--- config.mk ---
export PLATFORM = sky130hd
export DESIGN_NAME = adt7420_i2c_reader
export DESIGN_NICKNAME = d
export VERILOG_FILES = /design/src/rtl/adt7420_i2c_reader.sv
export SDC_FILE = /design/constraint.sdc
export NUM_CORES = 1
export LEC_CHECK = 0
export ABC_AREA = 1
export ABC_CLOCK_PERIOD_IN_PS = 2420
export CAP_MARGIN = 20
export CORE_ASPECT_RATIO = 1.4
export CORE_MARGIN = 2
export CORE_UTILIZATION = 30
export DETAILED_ROUTE_END_ITERATION = 12
export DONT_BUFFER_PORTS = 1
export PLACE_DENSITY = 0.46
export RECOVER_POWER = 50
export SETUP_SLACK_MARGIN = 0.05
export SLEW_MARGIN = 20
export SYNTH_ARGS = -nofsm -noshare
export SYNTH_HDL_FRONTEND = slang
export SYNTH_SLANG_ARGS = --single-unit
--- constraint.sdc ---
create_clock -name clk_200kHz -period 2.42 [get_ports clk_200kHz]
set_input_delay 0.605 -clock clk_200kHz [delete_from_list [all_inputs] [get_ports clk_200kHz]]
set_output_delay 0.605 -clock clk_200kHz [all_outputs]
set_load 0.02 [all_outputs]
--- src/rtl/adt7420_i2c_reader.sv ---
// ADT7420 temperature read master: START, address+R, MSB, LSB, STOP with 4 clocks per SCL bit.
// Optional macro ADT7420_ACK_CHECK_EN aborts to STOP on an address NACK and raises ack_error.
module adt7420_i2c_reader #(
  parameter logic [6:0] DEV_ADDR = 7'h4B
) (
  input  logic        clk_200kHz,
  input  logic        reset,
  input  logic        start,
  input  logic        sda_in,
  output logic        scl,
  output logic        sda_oe,
  output logic        busy,
  output logic [15:0] temp_data,
  output logic        data_valid,
  output logic        ack_error
);
  typedef enum logic [3:0] {
    S_IDLE, S_START, S_ADDR, S_ADDR_ACK, S_RD_MSB, S_M_ACK, S_RD_LSB, S_M_NACK, S_STOP
  } state_t;

  localparam logic [7:0] ADDR_BYTE = {DEV_ADDR, 1'b1};

  state_t      state_q, state_d;
  logic [1:0]  phase_q, phase_d;
  logic [2:0]  bit_q, bit_d;
  logic [15:0] shift_q, shift_d;
  logic [15:0] temp_q;
  logic        scl_q, scl_d, sda_oe_q, sda_oe_d, busy_q, valid_q;
  logic        bit_end, accept, done;

`ifdef ADT7420_ACK_CHECK_EN
  logic nack_q, nack_d, ack_err_q, ack_err_d;
`endif

  assign bit_end = (phase_q == 2'd3);
  // A request arriving on the final STOP cycle chains straight into a new START.
  assign accept  = start && ((state_q == S_IDLE) || (state_q == S_STOP && bit_end));

`ifdef ADT7420_ACK_CHECK_EN
  assign done = (state_q == S_STOP) && bit_end && !nack_q;

  always_comb begin
    nack_d    = nack_q;
    ack_err_d = ack_err_q;
    if (state_q == S_ADDR_ACK && phase_q == 2'd2) nack_d = sda_in;
    if (state_q == S_ADDR_ACK && bit_end && nack_q) ack_err_d = 1'b1;
    if (accept) begin
      nack_d    = 1'b0;
      ack_err_d = 1'b0;
    end
  end
`else
  assign done = (state_q == S_STOP) && bit_end;
`endif

  always_comb begin
    state_d = state_q;
    phase_d = (state_q == S_IDLE) ? 2'd0 : phase_q + 2'd1;
    bit_d   = bit_q;
    shift_d = shift_q;
    if ((state_q == S_RD_MSB || state_q == S_RD_LSB) && phase_q == 2'd2)
      shift_d = {shift_q[14:0], sda_in};
    if (bit_end) begin
      case (state_q)
        S_START: state_d = S_ADDR;
        S_ADDR: begin
          bit_d = bit_q + 3'd1;
          if (bit_q == 3'd7) state_d = S_ADDR_ACK;
        end
`ifdef ADT7420_ACK_CHECK_EN
        S_ADDR_ACK: state_d = nack_q ? S_STOP : S_RD_MSB;
`else
        S_ADDR_ACK: state_d = S_RD_MSB;
`endif
        S_RD_MSB: begin
          bit_d = bit_q + 3'd1;
          if (bit_q == 3'd7) state_d = S_M_ACK;
        end
        S_M_ACK: state_d = S_RD_LSB;
        S_RD_LSB: begin
          bit_d = bit_q + 3'd1;
          if (bit_q == 3'd7) state_d = S_M_NACK;
        end
        S_M_NACK: state_d = S_STOP;
        S_STOP:   state_d = S_IDLE;
        default:  state_d = state_q;
      endcase
    end
    if (accept) begin
      state_d = S_START;
      phase_d = 2'd0;
      bit_d   = 3'd0;
    end
  end

  // Bus levels are decoded from the next state so the pins are registered yet line up with it.
  always_comb begin
    scl_d    = phase_d[1];
    sda_oe_d = 1'b0;
    case (state_d)
      S_IDLE:  scl_d = 1'b1;
      S_START: begin
        scl_d    = 1'b1;
        sda_oe_d = phase_d[1];
      end
      S_ADDR:  sda_oe_d = ~ADDR_BYTE[3'd7 - bit_d];
      S_M_ACK: sda_oe_d = 1'b1;
      S_STOP: begin
        scl_d    = (phase_d != 2'd0);
        sda_oe_d = ~phase_d[1];
      end
      default: sda_oe_d = 1'b0;
    endcase
  end

  always_ff @(posedge clk_200kHz) begin
    if (reset) begin
      state_q   <= S_IDLE;
      phase_q   <= 2'd0;
      bit_q     <= 3'd0;
      shift_q   <= 16'h0000;
      temp_q    <= 16'h0000;
      scl_q     <= 1'b1;
      sda_oe_q  <= 1'b0;
      busy_q    <= 1'b0;
      valid_q   <= 1'b0;
`ifdef ADT7420_ACK_CHECK_EN
      nack_q    <= 1'b0;
      ack_err_q <= 1'b0;
`endif
    end else begin
      state_q   <= state_d;
      phase_q   <= phase_d;
      bit_q     <= bit_d;
      shift_q   <= shift_d;
      scl_q     <= scl_d;
      sda_oe_q  <= sda_oe_d;
      busy_q    <= (state_d != S_IDLE);
      valid_q   <= done;
      if (done) temp_q <= shift_q;
`ifdef ADT7420_ACK_CHECK_EN
      nack_q    <= nack_d;
      ack_err_q <= ack_err_d;
`endif
    end
  end

  assign scl        = scl_q;
  assign sda_oe     = sda_oe_q;
  assign busy       = busy_q;
  assign temp_data  = temp_q;
  assign data_valid = valid_q;
`ifdef ADT7420_ACK_CHECK_EN
  assign ack_error  = ack_err_q;
`else
  assign ack_error  = 1'b0;
`endif

endmodule

==> metrics.md, run 1 <==
| Metric | Value |
|---|---|
| Die Width | 71.9 um |
| Worst-path clk slew | 80 ps |
| Yosys top cell by area | dfxtp_1 |
| Synth area leaders | dfxtp_1 (47%), nor2_1 (11%), o21ai_0 (9.0%) |
| First-pass GRT wire length | 6890 um |
| CP Class | flip-flop to flip-flop |
| CTS Buffer Depth | 2 |
| PostCTS Resize Cnt | 0 |
| Port bufs | 0 |
| Final hold viol count | 0 |
| Final net count | 278 |
| Clock sinks | 45 |
| Critical Path End Type | flip-flop |
| CP startpoint kind | flip-flop |
| Most used DFF post-synth | dfxtp_1 |
| Die Height | 99.1 um |
| Switch Pwr | 0.000296 W |
| Worst slew margin | 62.2% |
| Ys async rst share | 0% |
| Net Sw Frac | 21.2% |
| Sequential-to-total area share from yosys stat | 46.5% |
| Number of flops mapped to enable cells by yosys | 0 |
| Final Cycle Share | 83.3% |
| Clock share of power | 41.7% |
| CTS tree | yes |
| H-tree depth | 2 |
| Cell count after synthesis | 271 |
| Placed Cells | 334 |
| Number of global-route vias before repair | 1547 |
| Max-slew violations | 0 |
| Cell variety after synth | 24 |
| Residual DRC count | 0 |
| Drt pass-1 iters | 4 |
| Initial Util | 31.2% |
| WHS | 363 ps |
| Routed wire per std cell | 11.8 um |
| Non-Filler Instances | 342 |
| Dpl hpwl | 2860 um |
| Die ar. | 7120 sq um |
| CTS root buf | clkbuf_8 |
| Fraction of layout cells with a size suffix above 1 | 7.04% |
| Top-count cell post-synth | nor2_1 |
| Number of setup buffers added after CTS | 0 |
| RSZ-0062 raised after global routing | false |
| CP Max Fanout | 9 |
| Row count | 34 |
| Hold_buf cts | 0 |
| Hold Path Class | input port to flip-flop |
| Top cells by count, synth | nor2_1 (58), dfxtp_1 (45), nand2_1 (38), o21ai_0 (35), inv_1 (33) |
| Final setup viols | 0 |
| DRT antenna net count | 0 |
| Worst Tran Pin Value | 566 ps |
| Core Region | 6210 sq um |
| Post-synth top area share | 46.5% |
| Area Growth Syn to Fin | 8.08% |
| R2R setup slack | 410 ps |
| Reg power frac | 54.0% |
| Avg Cell Area, Syn | 7.15 sq um |
| Antenna violations before repair | 0 |
| P_int | 0.00110 W |
| DR vias/cell | 4.62 |
| Grt ovf | 0 |
| Yosys reg bits | 45 |
| P_leak | 0.892 nW |
| Util after Layout | 33.7% |
| Final Critical Period | 2010 ps |
| Run status | completed |
| Largest net degree at the start of global routing | 34 |
| Initial drt markers | 60 |
| Syn Nets | 280 |
| Worst hold stages | 1 |
| Via count | 1579 |
| Fill cells | 683 |
| Routability cong. | 0.765 |
| Number of top-level pins | 25 |
| Synth Cell Area | 1940 sq um |
| R2R depth | 14 |
| Syn. warnings | 0 |
| Max Cap Viol | 0 |
| Logic pwr share | 4.2% |
| Required time of the worst setup path | 2660 ps |
| # diodes | 0 |
| Fmax | 0.496 GHz |
| Total GRT Usage | 12.3% |
| CTS buffer count | 5 |
| Clock skew | 12.2 ps |
| Sum of negative setup slack | 0 ps |
| Worst EP arrival | 2250 ps |
| Drt total wl | 4040 um |
| Later-pin clock latency in the skew report | 290 ps |
| IR drop worst, VDD | 0.361 mV |
| PwrDens | 667 nW/um^2 |
cell families (layout without fill, tap and decap cells):
logic type	Yosys count	count (layout)	share of synthesized area, %
adders and majority gates	5	5	3.23
other	1	1	0.194
DFF	45	45	46.5
AOI/OAI and AO/OA	56	56	14.9
buffers and inverters	49	48	10.7
and+or+nand+nor	115	115	24.5
path summary, 6_finish.rpt:
path,startpoint,endpoint
max reg2reg,phase_q[0]$_SDFF_PP0_,sda_oe$_SDFF_PP0_
min reg2reg,shift_q[15]$_SDFFE_PP0P_,shift_q[15]$_SDFFE_PP0P_
min,reset,sda_oe$_SDFF_PP0_
max,phase_q[0]$_SDFF_PP0_,sda_oe$_SDFF_PP0_
area by class of cell:
cell class | instances | area [sq um] | area share, %
tap | 72 | 90.1 | 4.30
clock inverter | 1 | 30.0 | 1.43
clock buffer | 7 | 86.3 | 4.12
inverter | 37 | 139 | 6.63
multi-input combinational | 177 | 827 | 39.5
timing repair buffer | 3 | 20.0 | 0.956
sequential | 45 | 901 | 43.0
critical path, cell delays in order, from the launching register on:
cell and delay (ps):
dfxtp_1 310, ha_1 300, nor2_1 140, nor2_1 60, nand2_2 120, inv_1 70
a21oi_1 110, o21ai_0 130, ha_1 300, nand2_1 50, a21oi_1 120, nand2_1 60
nand2_1 60, inv_1 40, a21oi_2 110
layout by cell type (no fill, tap or decap), types with 2 or more instances in the layout:
cell type	n
nand4_1	4
buf_4	2
inv_1	33
o21ai_0	35
nor2_1	58
nand3_1	10
nand2_1	37
inv_2	4
clkbuf_8	6
nand2_2	3
dfxtp_1	45
ha_1	5
a21oi_1	18
power by group through the flow:
stage               registers, W  logic [W]  clock network (W)
finish                  0.000755  0.0000588           0.000583
global route            0.000756  0.0000695           0.000632
CTS                     0.000755  0.0000595           0.000606
detailed placement      0.000772  0.0000592                  0
global placement        0.000772  0.0000591                  0
floorplan               0.000768  0.0000553                  0
sequential cells by signal, indices dropped and copies added (netlist names), 2 cells and up:
register,flops
phase_q,2
bit_q,3
state_q,4
shift_q,16
temp_data,16
routing by layer:
| metal | GRT usage (%) | vias up | share of wire, % |
|---|---|---|---|
| met5 | 0 | - | 0 |
| met4 | 5.95 | 0 | 2.3 |
| li1 | - | 846 | - |
| met3 | 2.66 | 7 | 2.5 |
| met2 | 21.6 | 16 | 52 |
| met1 | 13.8 | 710 | 43 |
metrics by stage:
stage / area (sq um) / worst slack (ps) / total power (W)
after global routing: 2090 / 135 / 0.00146
final: 2090 / 405 / 0.00140
after CTS: 2100 / 318 / 0.00142
after floorplan: 1940 / 485 / 0.000823
after global placement: 1980 / 367 / 0.000831
after detailed placement: 1980 / 334 / 0.000832
Power figures use the tool's default switching activity.
==> run 2: changes to the inputs <==
Settings changed: ABC_AREA 1 to 0, ABC_CLOCK_PERIOD_IN_PS 2420 to 1890.
Clock period 2.42 ns to 1.89 ns, I/O delays scaled along.
==> run 2 against run 1 <==
Synthesized cell count is 13% lower. First-iteration DRC count is 17% higher. Die area is 0.55% higher. Critical path type unchanged. Worst setup slack worse by 320 ps.
==> metrics.md, run 2 <==
| Metric | Value |
|---|---|
| Run status | completed |
| CTS root buf | clkbuf_8 |
| CP Class | flip-flop to flip-flop |
| P_leak | 0.743 nW (-17%) |
| Ys async rst share | 0% (unchanged) |
| Post-synth top area share | 46.2% (-0.27 points) |
| IR drop worst, VDD | 0.309 mV (-14%) |
| Most common cell after layout, fill and taps aside | nand2_1 |
| Most frequent cells in the layout | nand2_1 (72), dfxtp_1 (41), a21oi_1 (37) |
| DR vias/cell | 4.88 (+5.7%) |
| Synth Cell Area | 1950 sq um (+0.58%) |
| Most used DFF post-synth | dfxtp_1 |
| CTS tree | yes |
| Final Critical Period | 1810 ps (-205 ps) |
| Later-pin clock latency in the skew report | 290 ps (about the same) |
| Core Region | 6250 sq um (+0.68%) |
| Synth area leaders | dfxtp_1 (46%), nand2_1 (14%), a21oi_1 (9.8%) |
| Cell variety after synth | 41 (+71%) |
| Number of top-level pins | 25 (unchanged) |
| Hold Startpoint | reset |
| Worst-path clk slew | 80 ps (about the same) |
| Drt total wl | 4050 um (+0.30%) |
| Cell count after synthesis | 235 (-13%) |
| Delay-heaviest family, CP | compound AO/OA/AOI/OAI gates |
| Final setup viols | 0 (unchanged) |
| Met1 WL | 1850 um (+6.1%) |
| Clock skew | 6.71 ps (-5.47 ps) |
| Worst hold stages | 1 (unchanged) |
| Metal2 WL | 2030 um (-3.1%) |
| Syn. warnings | 0 (unchanged) |
| Routed met3 length | 105 um (+5.0%) |
| Max-slew violations | 0 (unchanged) |
| R2R Path Start | phase_q[1]$_SDFF_PP0_ |
| CP max stage delay | 340 ps (+30 ps) |
| Die Height | 99.3 um (+0.28%) |
| R2R setup slack | 80 ps (-320 ps) |
| Critical Path End Type | flip-flop |
| Util after Layout | 35.5% (+1.8 points) |
| Yosys reg bits | 45 (unchanged) |
| Worst slew margin | 61.7% (-0.49 points) |
| Tot Pwr | 0.00170 W (+22%) |
| Number of global-route vias before repair | 1484 (-4.1%) |
| CP max stage cell | dfxtp_2 |
| H-tree depth | 2 (unchanged) |
| Fraction of layout cells with a size suffix above 1 | 17.1% (+10 points) |
| Residual DRC count | 0 (unchanged) |
| Buf/Inv on CP | 0 (-2) |
| RSZ-0062 raised after global routing | true |
| Max Cap Viol | 0 (unchanged) |
| Row count | 34 (unchanged) |
| Post-route setup slack | 80.3 ps (-325 ps) |
| CP Max Fanout | 3 (-6) |
| Dpl hpwl | 2720 um (-5.0%) |
| Number of flops mapped to enable cells by yosys | 0 (unchanged) |
| Required time of the worst setup path | 2110 ps (-550 ps) |
| Routed wire per std cell | 13.0 um (+9.9%) |
| Avg Cell Area, Syn | 8.29 sq um (+16%) |
| Final net count | 249 (-10%) |
| Grt ovf | 0 (unchanged) |
| Sum of negative setup slack | 0 ps (unchanged) |
| Top sig layer | met4 |
| Largest net degree at the start of global routing | 46 (+35%) |
| Die ar. | 7160 sq um (+0.55%) |
| Top cells by count, synth | nand2_1 (72), dfxtp_1 (45), a21oi_1 (38), nor2_1 (8), clkbuf_1 (7) |
| First-pass GRT wire length | 6910 um (+0.19%) |
| Area Growth Syn to Fin | 14.0% |
| Via count | 1523 (-3.5%) |
| Final hold viol count | 0 (unchanged) |
| Yosys top cell by area | dfxtp_1 |
| Hold Path Class | input port to flip-flop |
| Fmax | 0.553 GHz (+11%) |
| Terminus of the critical flop-to-flop path | sda_oe$_SDFF_PP0_ |
| Initial Util | 31.2% (-0.032 points) |
| Top-count cell post-synth | nand2_1 |
| Die Width | 72.1 um (+0.27%) |
| Routability cong. | 0.758 (-0.86%) |
| Clock sinks | 45 (unchanged) |
| CTS Buffer Depth | 2 (unchanged) |
| PwrDens | 764 nW/um^2 (+15%) |
| CTS buffer count | 5 (unchanged) |
| # diodes | 0 (unchanged) |
| Total GRT Usage | 12.3% (-0.019 points) |
| Post-place setup slack | -3.11 ps (-337 ps) |
| Sequential-to-total area share from yosys stat | 46.2% (-0.27 points) |
| Antenna violations before repair | 0 (unchanged) |
| Syn Nets | 244 (-13%) |
| Final Cycle Share | 95.8% (+12 points) |
| Drt pass-1 iters | 4 (unchanged) |
| Worst EP arrival | 2030 ps (-220 ps) |
| CP startpoint kind | flip-flop |
| Worst Tran Pin Value | 574 ps (+7.29 ps) |
| R2R depth | 9 (-5) |
| DRT antenna net count | 0 (unchanged) |
| Port bufs | 0 (unchanged) |
| Initial drt markers | 70 (+17%) |
| Hold Path Sink | sda_oe$_SDFF_PP0_ |
| CP cell instances | ha_4 -> nand2b_4 -> a21oi_4 -> o21ai_1 -> o21a_1 -> ha_1 -> nand2_1 -> mux2_4 -> a211oi_2 |
## run 2: cell count changes after synthesis, sizes merged, moves of 5 or more
cell	previous run	this run
nand2	40	72
a21oi	19	38
inv	37	2
buf	3	10
o21ai	35	5
nor2	59	9
nand3	10	1
a211oi	0	5
## run 2: final cells by class
class / count / area (sq um)
Clock buffer: 5 / 68.8
Clock inverter: 2 / 35.0
Fill cell: 678 / 4030
Inverter: 2 / 7.51
Multi-Input combinational cell: 171 / 993
Sequential cell: 45 / 906
Tap cell: 72 / 90.1
Timing Repair Buffer: 15 / 120
## run 2: worst max path at each step
stage / from / to / slack, ps / depth (start not counted)
final: phase_q[1]$_SDFF_PP0_ / sda_oe$_SDFF_PP0_ / 80 / 9
after CTS: phase_q[1]$_SDFF_PP0_ / sda_oe$_SDFF_PP0_ / 50 / 9
after global placement: phase_q[1]$_SDFF_PP0_ / sda_oe$_SDFF_PP0_ / 30 / 9
after detailed placement: phase_q[1]$_SDFF_PP0_ / sda_oe$_SDFF_PP0_ / -3 / 9
after global routing: phase_q[1]$_SDFF_PP0_ / sda_oe$_SDFF_PP0_ / -30 / 9
after floorplan: phase_q[0]$_SDFF_PP0_ / sda_oe$_SDFF_PP0_ / 40 / 10
## run 2: cells by family after synthesis
logic type      Yosys count  synth area share, %
compound gates           59                 19.0
xor+xnor                  2                0.899
fa+ha+maj                 5                 3.21
buf+inv                  19                 5.14
flops                    45                 46.2
mux                       1                0.770
other cells               1                0.192
simple gates            103                 24.5
## run 2: stage by stage
stage	cells	area [sq um]	hold WS (ps)
detailed placement	303	2070	443
floorplan	235	1980	432
global route	312	2220	214
global placement	303	2070	437
CTS	311	2200	223
finish	312	2220	232
## run 2: report_power, final
part | internal (W) | switching, W | leakage, nW
Sequential | 0.000954 | 0.0000127 | 0.365
Clock | 0.000384 | 0.000307 | 0.0540
Combinational | 0.0000190 | 0.0000205 | 0.324
Total | 0.00136 | 0.000340 | 0.743
## run 2: timing repair
| item | in CTS | in global routing |
|---|---|---|
| resized for setup | 3 | 7 |
| endpoints found under the hold margin | 0 | 0 |
| buffers inserted | 1 | 1 |
| hold buffers | 0 | 0 |
| setup endpoints to repair | 1 | 2 |
| pin swaps | 2 | 0 |
## run 2: layer usage
layer / vias up / GRT usage (%)
li1: 797 / -
met1: 700 / 14.9
met2: 21 / 20.9
met3: 5 / 2.84
met4: 0 / 4.35
met5: - / 0
==> run 3: changes to the inputs <==
Settings changed: CELL_PAD_IN_SITES_DETAIL_PLACEMENT from default to 2, CELL_PAD_IN_SITES_GLOBAL_PLACEMENT from default to 2, PLACE_DENSITY 0.46 to 0.67.
==> run 3 against run 2 <==
Sequential power about the same. Non-clock buffer count down 1. Hold slack better by 9.2 ps. Critical endpoint unchanged. Largest power group unchanged.
==> metrics.md, run 3 (same netlist as run 2, synthesis figures left out) <==
| Metric | Value |
|---|---|
| Die ar. | 7160 sq um (unchanged) |
| Final setup viols | 0 (unchanged) |
| Most common cell after layout, fill and taps aside | nand2_1 |
| CP Class | flip-flop to flip-flop |
| PwrDens | 769 nW/um^2 (+0.55%) |
| Final hold viol count | 0 (unchanged) |
| R2R setup slack | 80 ps (about the same) |
| Routed wire per std cell | 14.4 um (+11%) |
| Placed Cells | 302 (-0.33%) |
| Final Cycle Share | 95.9% (+0.19 points) |
| Worst hold stages | 1 (unchanged) |
| CTS root buf | clkbuf_8 |
| CP startpoint kind | flip-flop |
| Worst-path clk slew | 80 ps (about the same) |
| DR vias/cell | 5.20 (+6.6%) |
| Hold Path Class | input port to flip-flop |
| CTS Buffer Depth | 2 (unchanged) |
| Grt ovf | 0 (unchanged) |
| Die Width | 72.1 um (unchanged) |
| Clock share of power | 41.0% (+0.3 points) |
| DRT antenna net count | 0 (unchanged) |
| CTS tree | yes |
| Required time of the worst setup path | 2110 ps (about the same) |
| H-tree depth | 2 (unchanged) |
| IR drop worst, VDD | 0.328 mV (+6.3%) |
| Core Region | 6250 sq um (unchanged) |
| P_leak | 0.752 nW (+1.1%) |
| Dpl hpwl | 3170 um (+16%) |
| CP Max Fanout | 3 (unchanged) |
| Antenna violations before repair | 0 (unchanged) |
| Number of global-route vias before repair | 1735 (+17%) |
| Run status | completed |
| Largest net degree at the start of global routing | 46 (unchanged) |
| Clock skew | 5.61 ps (-1.11 ps) |
| Routability cong. | 0.738 (-2.6%) |
| Number of top-level pins | 25 (unchanged) |
| Via count | 1618 (+6.2%) |
| Initial drt markers | 79 (+13%) |
| R2R Path Start | bit_q[1]$_SDFF_PP0_ |
| Final net count | 248 (-0.40%) |
| P_int | 0.00136 W (-0.12%) |
| WHS | 241 ps (+9.15 ps) |
| Critical Path End Type | flip-flop |
| CTS buffer count | 5 (unchanged) |
| Hold Startpoint | reset |
| First-pass GRT wire length | 8080 um (+17%) |
| Row count | 34 (unchanged) |
| Worst EP arrival | 2030 ps (about the same) |
| Logic pwr share | 2.3% (about the same) |
| Reg power frac | 56.7% (-0.2 points) |
| Drt pass-1 iters | 4 (unchanged) |
| Later-pin clock latency in the skew report | 290 ps (about the same) |
| Max Cap Viol | 0 (unchanged) |
| R2R depth | 7 (-2) |
| Hold_buf cts | 0 (unchanged) |
| Max-slew violations | 0 (unchanged) |
| # diodes | 0 (unchanged) |
| Fraction of layout cells with a size suffix above 1 | 15.9% (-1.2 points) |
| Initial Util | 31.2% (unchanged) |
| Drt total wl | 4490 um (+11%) |
| Switch Pwr | 0.000348 W (+2.1%) |
| Area Growth Syn to Fin | 13.7% |
| Total GRT Usage | 14.1% (+1.9 points) |
| Most frequent cells in the layout | nand2_1 (72), dfxtp_1 (42), a21oi_1 (37) |
| Util after Layout | 35.4% (-0.080 points) |
| Non-Filler Instances | 311 (-0.32%) |
| Port bufs | 0 (unchanged) |
| Die Height | 99.3 um (unchanged) |
| Clock sinks | 45 (unchanged) |
| Hold Path Sink | sda_oe$_SDFF_PP0_ |
| Net Sw Frac | 20.4% (+0.35 points) |
| Residual DRC count | 0 (unchanged) |
| RSZ-0062 raised after global routing | true |
| Terminus of the critical flop-to-flop path | sda_oe$_SDFF_PP0_ |
| Final Critical Period | 1810 ps (+3.63 ps) |
| Fmax | 0.551 GHz (-0.20%) |
-- run 3: cell types whose count changed in the layout (fill, tap and decap cells not counted), sizes merged --
cell / before / now
clkbuf: 5 / 6
buf: 15 / 13
-- run 3: critical path, cell delays in order (launching register included) --
cell,delay (ps)
dfxtp_1,340
ha_1,180
ha_1,260
nand4bb_1,90
o21ai_1,70
a221o_1,330
mux2_4,310
a211oi_2,160
-- run 3: worst max path at each step --
stage,from,endpoint,slack (ps),depth (start not counted)
2_1_floorplan,phase_q[0]$_SDFF_PP0_,sda_oe$_SDFF_PP0_,40,10
3_3_place_gp,phase_q[1]$_SDFF_PP0_,sda_oe$_SDFF_PP0_,4,9
3_5_place_dp,phase_q[1]$_SDFF_PP0_,sda_oe$_SDFF_PP0_,-40,9
4_1_cts,phase_q[0]$_SDFF_PP0_,sda_oe$_SDFF_PP0_,50,9
5_1_grt,phase_q[1]$_SDFF_PP0_,sda_oe$_SDFF_PP0_,-70,9
6_report,bit_q[1]$_SDFF_PP0_,sda_oe$_SDFF_PP0_,80,7
-- run 3: power groups by stage --
stage	logic (W)	registers, W	clock network (W)
3_5_place_dp	0.0000380	0.000988	0
5_1_grt	0.0000437	0.000967	0.000783
4_1_cts	0.0000395	0.000966	0.000732
3_3_place_gp	0.0000375	0.000988	0
6_report	0.0000392	0.000966	0.000698
2_1_floorplan	0.0000459	0.000983	0
-- run 3: timing repair --
action,CTS,global route
endpoints found under the setup margin,1,2
gates resized for setup,6,1
pin swaps,5,0
buffers inserted,1,1
-- run 3: cell type report --
cell class	instances	area (sq um)
Clock inverter	2	35.0
Timing Repair Buffer	14	119
Fill cell	712	4040
Inverter	2	7.51
Clock buffer	5	68.8
Multi-Input combinational cell	171	991
Tap cell	72	90.1
Sequential cell	45	905
-- run 3: routing by layer --
metal / up-vias / part of all wire [%] / global-route usage (%)
met5: - / 0 / 0
met4: 0 / 0.58 / 3.92
met3: 2 / 3.1 / 3.95
met2: 23 / 53 / 25.1
met1: 800 / 43 / 16.3
li1: 793 / - / -
-- run 3: through the flow --
step	area, sq um	setup TNS, ps	worst slack (ps)	total power, W
finish	2220	0	76.6	0.00170
global route	2220	-71.0	-71.0	0.00179
CTS	2210	0	54.2	0.00174
detailed placement	2080	-36.1	-36.1	0.00103
global placement	2080	0	3.55	0.00103
floorplan	1980	0	36.2	0.00103
